`src/rtl/change_dispenser.sv`:
```
// Change dispenser: pays a shilling amount as crown/shilling coins over a valid/ready hopper handshake.
// Optional build macro CHANGE_TIMEOUT_EN adds a stall watchdog that faults after ACK_TIMEOUT idle ISSUE cycles.
module change_dispenser #(
    parameter int CREDIT_W    = 4,
    parameter int CROWN_VALUE = 5,
    parameter int ACK_TIMEOUT = 15
) (
    input  logic                clk,
    input  logic                rst_n,
    input  logic                start,
    input  logic [CREDIT_W-1:0] change_amt,
    input  logic                crown_empty,
    input  logic                shilling_empty,
    output logic [1:0]          coin_out,
    output logic                coin_valid,
    input  logic                coin_ready,
    output logic                busy,
    output logic                done,
    output logic                fault,
    output logic [CREDIT_W-1:0] remaining
);
    // state  | meaning
    // IDLE   | waiting for start
    // SELECT | choose next coin from remaining and hopper stock
    // ISSUE  | coin presented, waiting for hopper handshake
    // FAULT  | exact change impossible (or hopper stalled); holds unpaid amount
    typedef enum logic [1:0] {S_IDLE, S_SELECT, S_ISSUE, S_FAULT} state_t;

    localparam logic [CREDIT_W-1:0] CROWN      = CREDIT_W'(CROWN_VALUE);
    localparam logic [1:0]          COIN_NONE  = 2'b00;
    localparam logic [1:0]          COIN_SHIL  = 2'b01;
    localparam logic [1:0]          COIN_CROWN = 2'b10;

    if (CROWN_VALUE <= 1 || CROWN_VALUE > (2**CREDIT_W) - 1 ||
        ACK_TIMEOUT < 1 || ACK_TIMEOUT > 255) begin : g_bad_param
        $error("change_dispenser: parameter out of range");
    end

    state_t              r_state, w_state_nxt;
    logic [CREDIT_W-1:0] r_remaining, w_remaining_nxt;
    logic [1:0]          r_coin, w_coin_nxt;
    logic                r_valid, w_valid_nxt;
    logic                r_done, w_done_nxt;
    logic                r_fault, w_fault_nxt;

`ifdef CHANGE_TIMEOUT_EN
    localparam logic [7:0] STALL_LIM = 8'(ACK_TIMEOUT);
    logic [7:0] r_stall, w_stall_nxt;
`endif

    always_comb begin
        w_state_nxt     = r_state;
        w_remaining_nxt = r_remaining;
        w_coin_nxt      = r_coin;
        w_valid_nxt     = r_valid;
        w_done_nxt      = 1'b0;
        w_fault_nxt     = r_fault;
        case (r_state)
            S_IDLE, S_FAULT: begin
                if (start) begin
                    w_remaining_nxt = change_amt;
                    w_fault_nxt     = 1'b0;
                    w_state_nxt     = S_SELECT;
                end
            end
            S_SELECT: begin
                if (r_remaining == '0) begin
                    w_done_nxt  = 1'b1;
                    w_state_nxt = S_IDLE;
                end else if (r_remaining >= CROWN && !crown_empty) begin
                    w_coin_nxt  = COIN_CROWN;
                    w_valid_nxt = 1'b1;
                    w_state_nxt = S_ISSUE;
                end else if (!shilling_empty) begin
                    w_coin_nxt  = COIN_SHIL;
                    w_valid_nxt = 1'b1;
                    w_state_nxt = S_ISSUE;
                end else begin
                    w_fault_nxt = 1'b1;
                    w_coin_nxt  = COIN_NONE;
                    w_state_nxt = S_FAULT;
                end
            end
            S_ISSUE: begin
                if (coin_ready) begin
                    // SELECT only picks a coin no larger than remaining, so no underflow
                    w_remaining_nxt = r_remaining - ((r_coin == COIN_CROWN) ? CROWN : CREDIT_W'(1));
                    w_coin_nxt      = COIN_NONE;
                    w_valid_nxt     = 1'b0;
                    w_state_nxt     = S_SELECT;
                end
`ifdef CHANGE_TIMEOUT_EN
                else if (r_stall == STALL_LIM) begin
                    w_fault_nxt = 1'b1;
                    w_coin_nxt  = COIN_NONE;
                    w_valid_nxt = 1'b0;
                    w_state_nxt = S_FAULT;
                end
`endif
            end
            default: w_state_nxt = S_IDLE;
        endcase
    end

`ifdef CHANGE_TIMEOUT_EN
    always_comb begin
        w_stall_nxt = 8'd0;
        if (r_state == S_ISSUE && w_state_nxt == S_ISSUE)
            w_stall_nxt = r_stall + 8'd1;
    end
`endif

    always_ff @(posedge clk or negedge rst_n) begin
        if (!rst_n) begin
            r_state     <= S_IDLE;
            r_remaining <= '0;
            r_coin      <= COIN_NONE;
            r_valid     <= 1'b0;
            r_done      <= 1'b0;
            r_fault     <= 1'b0;
`ifdef CHANGE_TIMEOUT_EN
            r_stall     <= 8'd0;
`endif
        end else begin
            r_state     <= w_state_nxt;
            r_remaining <= w_remaining_nxt;
            r_coin      <= w_coin_nxt;
            r_valid     <= w_valid_nxt;
            r_done      <= w_done_nxt;
            r_fault     <= w_fault_nxt;
`ifdef CHANGE_TIMEOUT_EN
            r_stall     <= w_stall_nxt;
`endif
        end
    end

    assign coin_out   = r_coin;
    assign coin_valid = r_valid;
    assign busy       = (r_state == S_SELECT) || (r_state == S_ISSUE);
    assign done       = r_done;
    assign fault      = r_fault;
    assign remaining  = r_remaining;

endmodule

```
`config.mk`:
```
export PLATFORM = sky130hd
export DESIGN_NAME = change_dispenser
export DESIGN_NICKNAME = d
export VERILOG_FILES = /design/src/rtl/change_dispenser.sv
export SDC_FILE = /design/constraint.sdc
export NUM_CORES = 1
export LEC_CHECK = 0
export ABC_AREA = 0
export BUFFER_PORTS_ARGS = -buffer_cell sky130_fd_sc_hd__buf_4
export CELL_PAD_IN_SITES_DETAIL_PLACEMENT = 2
export CELL_PAD_IN_SITES_GLOBAL_PLACEMENT = 2
export CORE_UTILIZATION = 26
export CTS_CLUSTER_SIZE = 16
export DETAILED_ROUTE_END_ITERATION = 16
export PLACE_DENSITY = 0.73
export REMOVE_ABC_BUFFERS = 1
export SLEW_MARGIN = 20
export SYNTH_ARGS = -nofsm -noshare
export SYNTH_HDL_FRONTEND = slang
export SYNTH_SLANG_ARGS = --single-unit
```
`constraint.sdc`:
```
create_clock -name clk -period 1.5 [get_ports clk]
set_clock_uncertainty 0.15 [all_clocks]
set_input_delay 0.225 -clock clk [delete_from_list [all_inputs] [get_ports clk]]
set_output_delay 0.225 -clock clk [all_outputs]
set_load 0.005 [all_outputs]
```
### Yosys cells after proc, flatten, opt, wreduce, memory -nomap -nowiden

Index checks and enable logic that the tools add are counted.

* bits in registers: 11
* bits in latches: 0
* RAM bits: 0
* bits in read-only memories: 0
* output and inout bits: 10
* memories: 0

* add/sub/neg operators: 1
* multipliers: 0
* divide/modulo/power cells: 0
* $lt $le $gt $ge: 1
* eq/ne operators: 10
* shift-type cells: 0
* mux-type cells: 27
* bitwise operators: 0
* reductions and logical operators: 14

Operators with widths (count)
* 2-to-1 mux 1 bit: 13
* 2-to-1 mux 2 bit: 6
* inequality test 2 bit, second input constant: 5
* 2-to-1 mux 4 bit: 2
* one-hot mux 4 bit (2 select lines): 1
* == test 2 bit, second input constant: 3
* one-hot mux 2 bit (3 select lines): 1
* AND reduction 3 bit: 2
* nonzero test 2 bit: 3
* AND reduction 5 bit: 1
* >= comparator 4 x 3 -> 1 bit, second input constant: 1
* zero test 4 bit: 1
* one-hot mux 1 bit (2 select lines): 2
* one-hot mux 2 bit (2 select lines): 1
* AND reduction 4 bit: 1
* subtractor 4 x 3 -> 4 bit: 1
* 2-to-1 mux 3 bit: 1
* inequality test 3 bit, second input constant: 1
* == test 2 x 1 -> 1 bit, second input constant: 1
* zero test 2 bit: 1
* AND reduction 2 bit: 1
* OR reduction 2 bit: 1
* logical AND 1 bit: 1
* zero test 1 bit: 1
* logical OR 1 bit: 1

### Depth between registers and ports, before layout

Gate-level depths: netlist of run 1.

* depth in word-level cells: 5
* mapped depth: 7

### Worst setup path before layout of run 1

OpenSTA, ideal clock, no wires.

* kind: register to register
* start point: reg r_remaining[0] (netlist: remaining[0])
* end point: reg r_coin[1] (netlist: coin_out[1])
* data arrival time: 1.403 ns
* setup slack: -0.174 ns
* stages on the path, launching flop included: 7
* clock period less this slack: 1.674 ns
* cells stage by stage: dfrtp_1 -> inv_1 -> ha_1 -> nor3b_2 -> a211oi_4 -> inv_2 -> a22o_1

* word-level cells in the longest chain between the ends: 5
* elaborated cells between the ends (all ways): 8
* classes of those cells: 1 x order compare; 1 x eq/ne; 3 x mux; 3 x reduce/logical

Ends and longest elaborated chain
* from (decl): RTL line 40 `logic [CREDIT_W-1:0] r_remaining, w_remaining_nxt;`
* from (signal assigned): RTL line 126 `r_remaining <= w_remaining_nxt;`
* >= comparator 4 x 3 -> 1 bit: RTL line 70 `end else if (r_remaining >= CROWN && !crown_empty) begin`
* logical AND 1 bit: RTL line 70
* 2-to-1 mux 2 bit: RTL line 70
* 2-to-1 mux 2 bit: RTL line 67 `if (r_remaining == '0) begin`
* one-hot mux 2 bit (2 select lines): RTL line 58 `case (r_state)`
* to (signal assigned): RTL line 127 `r_coin <= w_coin_nxt;`
* to (decl): RTL line 41 `logic [1:0] r_coin, w_coin_nxt;`

Several ways; a longest one is shown, not always the timed one. The select of a mux whose other input is x is not followed.
A chain may end at the register's enable or synchronous reset.

### Worst setup path in the final report of run 1

* start point: reg r_remaining[0] (netlist: remaining[0])
* end point: reg r_coin[0] (netlist: coin_out[0])

The elaborated chain is that of the path after synthesis.

==> results of run 1 <==
how the worst max path moves through the flow:
stage,endpoint,slack (ns),depth (start not counted)
6_report,coin_out[0],-0.24,6
5_1_grt,coin_out[0],-0.31,6
4_1_cts,busy,-0.10,5
3_5_place_dp,remaining[1],-0.26,7
3_3_place_gp,coin_out[1],-0.15,6
2_1_floorplan,coin_out[1],-0.18,6
where the power goes:
| part | switching [mW] | total (mW) | internal, mW |
|---|---|---|---|
| clock network | 0.135 | 0.234 | 0.0991 |
| logic | 1.47 | 3.13 | 1.66 |
| registers | 0.136 | 0.573 | 0.438 |
| total | 1.74 | 3.94 | 2.20 |
cell families (layout without fill, tap and decap cells):
logic type      Yosys count  in the layout  share of synthesized area, %
compound gates           22             22                         22.03
xor+xnor                  1              1                         1.244
fa+ha+maj                 5              5                         8.881
buf+inv                  11             67                         6.215
flops                    11             11                         39.08
mux                       1              1                         1.421
simple gates             26             26                         21.14
layout by cell type (no fill, tap or decap), drive strengths merged:
cell         Yosys  layout
clkinv           0       1
a21oi            4       4
nor3             1       1
clkbuf           1       3
nor3b            2       2
nand2            8       8
a31oi            1       1
nor2             7       7
nand2b           3       3
xnor2            1       1
ha               5       5
nor2b            3       3
o32ai            2       2
o211ai           3       3
o221ai           1       1
mux2i            1       1
o2111ai          1       1
buf              1      53
dlygate4sd3      0       1
and2             1       1
dfrtp           11      11
a22o             1       1
o21ai            7       7
o21a             1       1
inv              9       9
a211oi           1       1
nand3            1       1
timing repair:
item | CTS | global route
pin swaps | 13 | 13
buffers inserted | 8 | 7
resized for setup | 34 | 29
setup endpoints to repair | 11 | 13
hold buffers | 1 | 0
endpoints found under the hold margin | 11 | 0
cell usage after synthesis, types with 2 or more instances:
cell and number:
a21oi_1 4, dfrtp_1 11, ha_1 5, inv_1 8, nand2_1 8, nand2b_1 3, nor2_1 7, nor2b_1 2
nor3b_2 2, o211ai_1 3, o21ai_0 6, o32ai_1 2
layer usage:
layer	global-route usage [%]	routed length [um]	up-vias
li1	-	-	381
met1	25.42	1623	408
met2	40.95	1829	32
met3	3.107	139	13
met4	11.54	106	0
met5	0	0	-
worst reg2reg max path: stages (launching register included):
cell and delay (ns):
dfrtp_1 0.44, inv_2 0.08, ha_4 0.16, nor3b_4 0.16
nor3b_2 0.28, inv_1 0.10, o32ai_2 0.26
state kept, by name, summed over array words and instances (netlist names):
register    count
coin_out        2
coin_valid      1
done            1
fault           1
r_state         2
remaining       4
final cells by class:
class / count / area, um2 / area share, %
multi-input combinational: 55 / 594.3 / 41.74
clock buffer: 3 / 22.52 / 1.582
tap: 30 / 37.54 / 2.636
clock inverter: 1 / 5.005 / 0.3515
inverter: 9 / 36.28 / 2.548
timing repair buffer: 54 / 452.9 / 31.81
sequential: 11 / 275.3 / 19.33
through the flow:
stage / hold WS, ns / setup WS, ns
2_1_floorplan: -0.2206 / -0.1799
3_3_place_gp: -0.07904 / -0.1501
3_5_place_dp: -0.07746 / -0.2587
5_1_grt: 0.02841 / -0.3069
6_report: 0.03662 / -0.2406
4_1_cts: 0.02575 / -0.1033
==> key figures, run 1 <==
Status
  – Status: finished, violations left
  – Failing checks: setup timing

Routing
  – Total wire length: 3699 um
  – Drt pass-1 iters: 4
  – Drt drc: 0
  – Initial DRC Count: 4
  – Antenna viol nets, final: 0
  – Routed vias: 834
  – Average wire per standard cell: around 23 um
  – Vias per inst: 5.117

Global route
  – GRT overflow: 0
  – Largest net degree at the start of global routing: 12
  – First-pass GRT wire length: around 4400 um
  – Gr usage total: between 20 and 25%
  – Vias in the first global route: between 800 and 900
  – Initial antenna violation count: 0

Placed design
  – # placed instances: 144
  – Placed instance area: 0.001025 mm2
  – IO buf count: 19
  – Post-DP HPWL: 1803 um
  – Placer Congestion: 0.7654

Cells and area
  – Post-Route Utilization: 56.45%
  – Fraction of layout cells with a size suffix above 1: 70.68%
  – Synthesis-to-layout area growth: 102.1%
  – Non-Filler Instances: 163
  – Post-route cell area: 0.001424 mm2
  – Fin nets: between 100 and 150
  – # fillers: 247
  – Antenna diode count: 0

Synth
  – Flops & latches, synth: 11
  – Asr flop ratio synth: 100.0%
  – Unique cell type count in the Yosys netlist: 28
  – Synth top area share: 39.08%
  – Area contributors post-synth: dfrtp_1, ha_1, o21ai_0, inv_1, nand2_1
  – Register area share after synthesis: 39.08%
  – Gate Count Post-Synth: 77
  – Syn Area/Cell: between 9 and 10 um2
  – Post-synthesis cell area: 704.4 um2
  – Warnings from Yosys: 0
  – Post-synth EDFFs: 0
  – Synth area leader: dfrtp_1
  – Most used DFF post-synth: dfrtp_1

Critical path
  – R2R setup slack: -0.24 ns
  – CP max stage cell: dfrtp_1
  – Critical path arrival: 1.78 ns
  – Worst Path Required: 1.54 ns
  – Worst Reg2Reg Path Length in Cells: 6
  – WS Path Type: reg2reg
  – Critical-path cell list: inv_2 > ha_4 > nor3b_4 > nor3b_2 > inv_1 > o32ai_2
  – R2r endpoint: coin_out[0]
  – Critical path launch point type: flip-flop
  – Setup crit start: remaining[0]
  – Worst Path Buf+Inv: 2
  – Delay-heaviest family, CP: simple AND/OR/NAND/NOR gates
  – CP max FO: 3
  – Worst path max stage delay: roughly 0.44 ns
  – CP Capture Type: flip-flop
  – Crit Reg-Reg Startpoint: remaining[0]

Pwr
  – PD cells: 2766 mW/mm2
  – Tot Pwr: 3.938 mW
  – LEAKAGE: 0.6474 nW
  – Peak VDD IR: between 1 and 1.5 mV

Timing
  – Achievable Freq: 574.5 MHz
  – Min Tclk post-route: between 1.5 and 2 ns
  – Post-route setup slack: -0.2406 ns
  – Slew margin rel.: slightly below 80%
  – RSZ-0062 raised after global routing: true
  – Period Utilization, post-route: 116.0%
  – Final hold violations: 0
  – Slew Limit Fails: 0
  – Slew @ Worst Pin: around 0.33 ns
  – Setup violators final: 12
  – Setup TNS: -1.530 ns

Floorplan
  – Die X-Extent: 54.05 um
  – Initial Util: between 20% and 30%
  – IO Pins: 20
  – Standard-cell rows: 18
  – Die ar.: between 0.002 and 0.003 mm2
  – Chip Height: 54.05 um
  – Core area: about 0.0025 mm2

Clock network
  – Clock Latency Late Sink: 0.29 ns
  – Clock sink count: 11
  – CTS Buf Count: 3
  – Clk slew on worst S/H paths: 0.10 ns
  – Root buffer cell: clkbuf_4
  – CTS tree: built
  – H-Tree Depth: 1
  – Max Buffers Root-to-Sink: 2

Worst hold path
  – Hold Path Sink: coin_out[0]
  – Worst hold-check path type: in2reg
  – Hold path cells: 2
  – Min-delay src: shilling_empty

Job
  – Max Cap Viol: 0
Note: power is estimated with default switching activity, not from simulation.
==> run 2, diff against run 1 <==
RECOVER_POWER = 50   (was unset)
==> run 2 against run 1 <==
Sequential share of layout area increased by 0.051 points. Clock power about the same. Global-route usage unchanged. Design area decreased by 0.26%. Maximum frequency unchanged. Flip-flop and latch count unchanged. Sequential power about the same. The run still ends with setup timing left. Register-to-register slack about the same. Clock-buffer cell count unchanged. Non-clock buffer count unchanged. Wire length about the same. Setup slack unchanged.
==> key figures, run 2 (synthesis results as in run 1) <==
Routing
  – Drt drc: 0
  – Routed vias: ~830
  – Drt pass-1 iters: 4
  – Total wire length: 3697 um
  – Antenna viol nets, final: 0
  – Average wire per standard cell: 22.68 um
  – Vias per inst: 5.117
  – Initial DRC Count: 4

Floorplan
  – Chip Height: 54.05 um
  – Core area: 0.002522 mm2
  – Standard-cell rows: 18
  – Die ar.: 0.002921 mm2
  – IO Pins: 20
  – Die X-Extent: 54.05 um
  – Initial Util: 27.93%

Clock network
  – Clock Latency Late Sink: between 0.2 and 0.3 ns
  – Max Buffers Root-to-Sink: 2
  – CTS tree: built
  – Root buffer cell: clkbuf_4
  – Clock sink count: 11
  – Clk slew on worst S/H paths: 0.10 ns
  – H-Tree Depth: 1
  – CTS Buf Count: 3

Critical path
  – Worst Path Required: between 1.5 and 2 ns
  – Worst path max stage delay: 0.44 ns
  – Worst Path Buf+Inv: 2
  – CP max stage cell: dfrtp_1
  – Critical path launch point type: flip-flop
  – CP max FO: 3
  – Critical path arrival: between 1.5 and 2 ns
  – Delay-heaviest family, CP: simple AND/OR/NAND/NOR gates
  – CP Capture Type: flip-flop
  – Critical-path cell list: inv_2 > ha_4 > nor3b_4 > nor3b_2 > inv_1 > o32ai_2
  – WS Path Type: reg2reg

Timing
  – Slew margin rel.: 52.96%
  – Period Utilization, post-route: 116.0%
  – Setup violators final: 12
  – RSZ-0062 raised after global routing: true
  – Min Tclk post-route: 1.741 ns
  – Fin Hold WS: 0.03662 ns
  – Achievable Freq: 574.5 MHz
  – Post-route setup slack: -0.2406 ns
  – Final hold violations: 0
  – Slew @ Worst Pin: 0.7056 ns
  – Slew Limit Fails: 0

Cells and area
  – Sequential cell area: 275.3 um2
  – Most frequent cells in the layout: buf_4, dfrtp_1, buf_6
  – Most common cell after layout, fill and taps aside: buf_4
  – Synthesis-to-layout area growth: 101.6%
  – Fin nets: 149
  – Non-Filler Instances: 163
  – Post-route cell area: 0.001420 mm2
  – Multi-input gate area in the final layout: 594.3 um2
  – Max reg flops: 4
  – Fraction of layout cells with a size suffix above 1: 69.92%
  – Antenna diode count: 0
  – # fillers: 246

Pwr
  – Peak VDD IR: between 1 and 1.5 mV
  – LEAKAGE: ~0.64 nW
  – PD cells: 2772 mW/mm2

Placed design
  – Pre-CTS worst setup slack: -0.2587 ns
  – Post-DP HPWL: approximately 1800 um
  – Placer Congestion: about 0.77
  – IO buf count: 19
  – Placed instance area: 0.001025 mm2
  – # placed instances: 144

Status
  – Status: finished, violations left
  – Failing checks: setup timing

Global route
  – GRT overflow: 0
  – Gr usage total: 22.61%
  – Vias in the first global route: 873
  – Initial antenna violation count: 0
  – First-pass GRT wire length: 4402 um
  – Largest net degree at the start of global routing: 12

Job
  – Max Cap Viol: 0

Worst hold path
  – Worst hold-check path type: in2reg
-- run 2: stage by stage --
step                      setup TNS [ns]  power [mW]  utilization, %
final                             -1.530       3.937           56.30
after floorplan                   -1.134       1.390               -
after CTS                        -0.4291       3.132           49.95
after global routing              -2.191       4.150           56.30
after global placement           -0.9995       2.196           40.63
after detailed placement          -1.766       2.320           40.63
-- run 2: worst paths after layout --
kind	from	end	slack, ns	depth (start not counted)
max in group asynchronous	rst_n	remaining[3]	0.41	2
min in group asynchronous	rst_n	r_state[0]	0.33	2
worst min register to register	fault	fault	0.42	2
worst max register to register	remaining[0]	coin_out[0]	-0.24	6
worst max-delay path	remaining[0]	coin_out[0]	-0.24	6
worst min-delay path	shilling_empty	coin_out[0]	0.04	2
-- run 2: layer usage --
layer	vias up	part of all wire [%]	global-route usage (%)
met5	-	0	0
li1	381	-	-
met1	408	44	25.42
met3	13	3.8	3.107
met4	0	2.9	11.54
met2	32	49	40.95
-- run 2: power by group --
part	internal, mW	switching [mW]	total, mW	leakage (nW)
clock network	0.0991	0.135	0.234	0.0177
logic	1.66	1.47	3.13	0.493
registers	0.437	0.136	0.573	0.133
total	2.20	1.74	3.94	0.644
-- run 2: final cells by class --
class	count	area share, %
sequential	11	19.38
clock buffer	3	1.586
timing repair buffer	54	31.63
tap	30	2.643
multi-input combinational	55	41.85
clock inverter	1	0.3524
inverter	9	2.555
-- run 2: timing repair --
action	CTS	global route
setup buffers	8	7
cloned	0	0
pin swaps	13	13
resized for setup	34	29
endpoints found under the hold margin	11	0
endpoints found under the setup margin	11	13
hold buffers	1	0
